### config.mk
export PLATFORM = sky130hd
export DESIGN_NAME = shake_128_squeeze_sampler_flat
export DESIGN_NICKNAME = d
export VERILOG_FILES = /design/src/rtl/shake_128_squeeze_sampler_if.sv /design/src/rtl/shake_128_squeeze_sampler.sv /design/src/flat_wrapper.sv
export SDC_FILE = /design/constraint.sdc
export NUM_CORES = 2
export LEC_CHECK = 0
export ABC_AREA = 1
export CORE_AREA = 2 2 632 634
export CTS_CLUSTER_SIZE = 14
export DETAILED_ROUTE_END_ITERATION = 6
export DIE_AREA = 0 0 634 636
export HOLD_SLACK_MARGIN = 0.15
export PLACE_DENSITY = 0.32
export SYNTH_ARGS = -nofsm -noshare
export SYNTH_HDL_FRONTEND = slang
export SYNTH_SLANG_ARGS = --single-unit
### constraint.sdc
create_clock -name clk -period 65.7 [get_ports clk]
set_input_delay 13.14 -clock clk [delete_from_list [all_inputs] [get_ports clk]]
set_output_delay 13.14 -clock clk [all_outputs]
set_load 0.01 [all_outputs]
### src/rtl/shake_128_squeeze_sampler_if.sv
// rtl/shake_128_squeeze_sampler_if.sv - block-in / coefficient-out handshake bundle for the ExpandA sampler

interface shake_128_squeeze_sampler_if;
    logic          start;
    logic [1599:0] state_in;
    logic          state_valid;
    logic          state_ready;
    logic          squeeze_req;
    logic [22:0]   coeff;
    logic [7:0]    coeff_idx;
    logic          coeff_valid;
    logic          coeff_ready;
    logic          busy;
    logic          done;

    modport master (
        input  start, state_in, state_valid, coeff_ready,
        output state_ready, squeeze_req, coeff, coeff_idx, coeff_valid, busy, done
    );

    modport slave (
        output start, state_in, state_valid, coeff_ready,
        input  state_ready, squeeze_req, coeff, coeff_idx, coeff_valid, busy, done
    );
endinterface

### src/rtl/shake_128_squeeze_sampler.sv
// rtl/shake_128_squeeze_sampler.sv - SHAKE128 squeeze rejection sampler (coefficients < Q); SHAKE_SAMPLER_STATS_EN adds reject_cnt

module shake_128_squeeze_sampler #(
    parameter int N_COEFF    = 256,
    parameter int Q          = 8380417,
    parameter int RATE_BYTES = 168
) (
    input  logic clk,
    input  logic rst_n,
    shake_128_squeeze_sampler_if.master bus
`ifdef SHAKE_SAMPLER_STATS_EN
    ,
    output logic [15:0] reject_cnt
`endif
);
    localparam int CHUNKS = RATE_BYTES / 3;
    localparam logic [5:0] LAST_PTR = 6'(CHUNKS - 1);
    localparam logic [7:0] LAST_CNT = 8'(N_COEFF - 1);

    typedef enum logic [1:0] {IDLE, WAIT_BLK, SCAN, EMIT} state_t;

    state_t      state, state_n;
    logic [23:0] blk [CHUNKS];
    logic [5:0]  ptr;
    logic [7:0]  cnt;
    logic [22:0] coeff_q;
    logic [7:0]  idx_q;
    logic [23:0] chunk;
    logic [22:0] cand;
    logic        cap, acc, rej, hs, sq_c, done_c;
    logic        unused_tail;

    // Chunks are stored as {b0, b1, b2}; the candidate is little-endian with b2's MSB dropped.
    assign chunk = blk[ptr];
    assign cand  = {chunk[6:0], chunk[15:8], chunk[23:16]};
    assign unused_tail = ^bus.state_in[255:0];

    always_comb begin
        state_n = state;
        cap     = 1'b0;
        acc     = 1'b0;
        rej     = 1'b0;
        hs      = 1'b0;
        sq_c    = 1'b0;
        done_c  = 1'b0;
        case (state)
            IDLE:     if (bus.start) state_n = WAIT_BLK;
            WAIT_BLK: if (bus.state_valid) begin
                cap     = 1'b1;
                state_n = SCAN;
            end
            SCAN: begin
                if (cand < 23'(Q)) begin
                    acc     = 1'b1;
                    state_n = EMIT;
                end else begin
                    rej = 1'b1;
                    if (ptr == LAST_PTR) begin
                        sq_c    = 1'b1;
                        state_n = WAIT_BLK;
                    end
                end
            end
            EMIT: if (bus.coeff_ready) begin
                hs = 1'b1;
                if (cnt == LAST_CNT) begin
                    done_c  = 1'b1;
                    state_n = IDLE;
                end else if (ptr == LAST_PTR) begin
                    sq_c    = 1'b1;
                    state_n = WAIT_BLK;
                end else begin
                    state_n = SCAN;
                end
            end
            default: state_n = IDLE;
        endcase
        // An abort pre-empts whatever the current state decided this cycle.
        if (bus.start) begin
            state_n = WAIT_BLK;
            cap     = 1'b0;
            acc     = 1'b0;
            rej     = 1'b0;
            hs      = 1'b0;
            sq_c    = 1'b0;
            done_c  = 1'b0;
        end
    end

    always_ff @(posedge clk) begin
        if (!rst_n) begin
            state   <= IDLE;
            cnt     <= '0;
            ptr     <= '0;
            coeff_q <= '0;
            idx_q   <= '0;
            for (int i = 0; i < CHUNKS; i++) blk[i] <= '0;
        end else begin
            state <= state_n;
            if (bus.start)  cnt <= '0;
            else if (hs)    cnt <= cnt + 8'd1;
            if (cap) begin
                for (int i = 0; i < CHUNKS; i++) blk[i] <= bus.state_in[1599 - 24*i -: 24];
                ptr <= '0;
            end else if ((rej || hs) && ptr != LAST_PTR) begin
                ptr <= ptr + 6'd1;
            end
            if (acc) begin
                coeff_q <= cand;
                idx_q   <= cnt;
            end
        end
    end

`ifdef SHAKE_SAMPLER_STATS_EN
    always_ff @(posedge clk) begin
        if (!rst_n || bus.start)              reject_cnt <= '0;
        else if (rej && reject_cnt != 16'hFFFF) reject_cnt <= reject_cnt + 16'd1;
    end
`endif

    assign bus.state_ready = (state == WAIT_BLK);
    assign bus.squeeze_req = sq_c;
    assign bus.coeff       = coeff_q;
    assign bus.coeff_idx   = idx_q;
    assign bus.coeff_valid = (state == EMIT);
    assign bus.busy        = (state != IDLE);
    assign bus.done        = done_c;
endmodule

### src/flat_wrapper.sv
// flat-port wrapper written by rule: the top's interface ports become plain ports
module shake_128_squeeze_sampler_flat 
#(
    parameter int N_COEFF    = 256,
    parameter int Q          = 8380417,
    parameter int RATE_BYTES = 168
)
  (clk, rst_n, bus_start, bus_state_in, bus_state_valid, bus_coeff_ready, bus_state_ready, bus_squeeze_req, bus_coeff, bus_coeff_idx, bus_coeff_valid, bus_busy, bus_done);
  shake_128_squeeze_sampler_if bus_i ();
  input  logic clk;
  input  logic rst_n;
  input wire logic [$bits(bus_i.start)-1:0] bus_start;
  input wire logic [$bits(bus_i.state_in)-1:0] bus_state_in;
  input wire logic [$bits(bus_i.state_valid)-1:0] bus_state_valid;
  input wire logic [$bits(bus_i.coeff_ready)-1:0] bus_coeff_ready;
  output wire logic [$bits(bus_i.state_ready)-1:0] bus_state_ready;
  output wire logic [$bits(bus_i.squeeze_req)-1:0] bus_squeeze_req;
  output wire logic [$bits(bus_i.coeff)-1:0] bus_coeff;
  output wire logic [$bits(bus_i.coeff_idx)-1:0] bus_coeff_idx;
  output wire logic [$bits(bus_i.coeff_valid)-1:0] bus_coeff_valid;
  output wire logic [$bits(bus_i.busy)-1:0] bus_busy;
  output wire logic [$bits(bus_i.done)-1:0] bus_done;
  assign bus_i.start = bus_start;
  assign bus_i.state_in = bus_state_in;
  assign bus_i.state_valid = bus_state_valid;
  assign bus_i.coeff_ready = bus_coeff_ready;
  assign bus_state_ready = bus_i.state_ready;
  assign bus_squeeze_req = bus_i.squeeze_req;
  assign bus_coeff = bus_i.coeff;
  assign bus_coeff_idx = bus_i.coeff_idx;
  assign bus_coeff_valid = bus_i.coeff_valid;
  assign bus_busy = bus_i.busy;
  assign bus_done = bus_i.done;
  shake_128_squeeze_sampler #(.N_COEFF(N_COEFF), .Q(Q), .RATE_BYTES(RATE_BYTES)) u_core (.clk(clk), .rst_n(rst_n), .bus(bus_i));
endmodule
==> impl_metrics.tcl <==
set metrics [dict create \
    status "complete, no violations" \
    grtUsageMet1_pct 21.0 \
    ys.flop_type "edfxtp_1" \
    async_flop_share_pct 0 \
    tns_ns 0 \
    syn_avg_cell_area_um2 8.83 \
    synth_edf_count 1288 \
    port_buffers 1328 \
    grtUsageTotal_pct 16.6 \
    cp.required_ns 52.56 \
    netlist.area_leader.share_pct 60.3 \
    overflow 0 \
    rsz0062_at_grt "false" \
    finalMaxSlewViolations 0 \
    cpPeakStageDelay_ns 0.65 \
    p_seq_share_pct 46.2 \
    worstPathCellList "clkdlybuf4s50_1 -> inv_1 -> nor2_1 -> inv_1 -> nor2_1 -> inv_1 -> nor2_1 -> clkdlybuf4s50_1" \
    cts-hold-fix-buffers 0 \
    top_usage_layer "met2" \
    drt_iter0_drc 3447 \
    synth_seq_cells 1341 \
    layout_common_cells "nand2_1 (1,777), inv_1 (1,338), clkdlybuf4s50_1 (1,326), edfxtp_1 (1,288), nor2_1 (1,145)" \
    syn_nets 8872 \
    drv_cap 0 \
    ant_nets 0 \
    fp.dieArea_mm2 0.403 \
    area_delta_synth_final_pct 38.1 \
    core_mm2 0.397 \
    syn_inst 7265 \
    synth_seq_area_share_pct 62.0 \
    fin_crit_sh_pct 43.3 \
    die_h_um 636 \
    first_pass_iters 6 \
    p_comb_share_pct 8.9 \
    grt_pass1_vias 54600 \
    syn_area_mm2 0.0641 \
    vdd_drop_max_v 0.0000183 \
    p_int_w 0.00164 \
    use_met3_pct 3.01 \
    path_clk_slew_ns 0.06 \
    grt_start_max_net_pins 182 \
    cp-end-kind "output pin" \
    drc 0 \
    clockPowerShare_pct 44.9 \
    max-slew-margin-rel_pct 18.0 \
    ios 1641 \
    critPathKind "in2out" \
    root_buffer "clkbuf_16" \
    final_hold_viol_count 0 \
    clock_latency_ns 0.90 \
    die_x_um 634 \
    ys_types 34 \
    worst_pin_slew_ns 1.23 \
    rows 232 \
    startpoint_type "input port" \
    power.leakage_nw 38.9 \
    drt-vias-per-instance 3.87 \
    cts_buffers 183 \
    pwr_density_cell_mw_per_mm2 24.6 \
    post-cts-setup-buffers 0 \
    initial_core_util_pct 16.2 \
    critPathArrivalTime_ns 15.32 \
    grt_antenna_before_repair 233 \
    skew_ns 0.0435 \
    cts_buffer_depth 4 \
    layout.nets 10000 \
    cts-resized-gates 0 \
    finalPower_w 0.00218 \
    vias 53700 \
    cts_tree "built" \
    p_sw_w 0.000542 \
    yosysTopAreaCell "edfxtp_1" \
    wire_per_inst_um 24.9 \
    final.min_clock_period_ns 28.46 \
    synth.area.top_cells "edfxtp_1 (60%), nand2_1 (10%), inv_1 (7.8%)" \
    layout_commonest_cell "nand2_1" \
    setup_viol 0 \
    hold_class "reg2reg" \
    cts.sinks 1341 \
    grt_pass1_wl_um 464000 \
    critPathMaxFanout 7 \
    drive_gt1_share_pct 4.06 \
    htreeDepth 4 \
    grtUsageMet2_pct 29.2 \
    yosys_warnings 0 \
    slowest_stage "clkdlybuf4s50_1" \
    fmax_ghz 0.0351 \
    dp_hpwl_um 255000 \
    wirelength_um 346000 \
    place.gp.congestion 0.807 \
    switching_share_pct 24.9 \
]
## cell usage after synthesis (all sizes together), types with 12 or more instances
cell type  number
o211ai         12
inv          1343
o22ai          41
dfxtp          53
buf           240
clkbuf        194
o21ai         243
nand3         845
a21oi          27
nand2        1781
edfxtp       1288
nor2         1147
nor3           34
## metrics by stage
step	util, %	hold WS, ns	std cells	instance area (um^2)	worst slack (ns)
2_1_floorplan	-	0.460	7265	64100	15.10
3_3_place_gp	20.8	0.475	13500	82800	37.27
3_5_place_dp	20.8	0.487	13500	82800	37.25
4_1_cts	22.3	0.500	13800	88400	37.24
5_1_grt	22.3	0.529	13900	88500	37.03
6_report	22.3	0.495	13900	88500	37.24
## flip-flops by register name, summed over array words and instances, names as in the netlist, named ones only
| name | flops |
|---|---|
| u_core.bus.coeff | 23 |
| u_core.blk | 1288 |
| u_core.state | 2 |
| u_core.cnt | 8 |
| u_core.bus.coeff_idx | 8 |
| u_core.ptr | 6 |
## per-layer routing
layer	wire length, um	up-vias	part of all wire [%]
met2	170000	1733	49
met4	8910	62	2.6
li1	-	25200	-
met3	19200	658	5.5
met5	377	-	0.11
met1	147000	26000	43
## worst max-delay path, delay by kind of cell
| kind | cells | cell delay, ns |
|---|---|---|
| buffers and inverters | 5 | 1.47 |
| AND/OR/NAND/NOR | 3 | 0.72 |
## cell families (layout without fill, tap and decap cells)
kind of cell,after synthesis,count (layout),share of synthesized area (%)
xor gates and xnor gates,4,4,0.0546
and+or+nand+nor,3812,3812,24.1
adders and majority gates,2,2,0.0390
AOI/OAI and AO/OA,327,327,2.70
DFF,1341,1341,62.0
other,0,42,0
buffers and inverters,1779,3094,11.2
## final timing paths
path	startpoint	endpoint	slack (ns)	cells after the start
max reg2reg	flip-flop	u_core.bus.coeff[0]	59.02	22
min reg2reg	u_core.bus.coeff[0]	u_core.bus.coeff[0]	0.50	2
min	u_core.bus.coeff[0]	u_core.bus.coeff[0]	0.50	2
max	bus_coeff_ready	bus_done	37.24	8
## cell type report
type	count	area, um^2
Antenna cell	42	105
Clock buffer	227	4820
Clock inverter	106	848
Fill cell	43900	309000
Inverter	1345	5110
Multi-Input combinational cell	4145	17300
Sequential cell	1341	39800
Tap cell	5265	6590
Timing Repair Buffer	1416	14100
## power by group through the flow
stage	Combinational (W)	Clock [W]	Sequential (W)
floorplan	0.0000667	0	0.00109
global placement	0.000199	0	0.00102
detailed placement	0.000199	0	0.00102
CTS	0.000200	0.00102	0.00101
global route	0.000214	0.00104	0.00101
finish	0.000194	0.000978	0.00101
(Power assumes the default switching activity.)
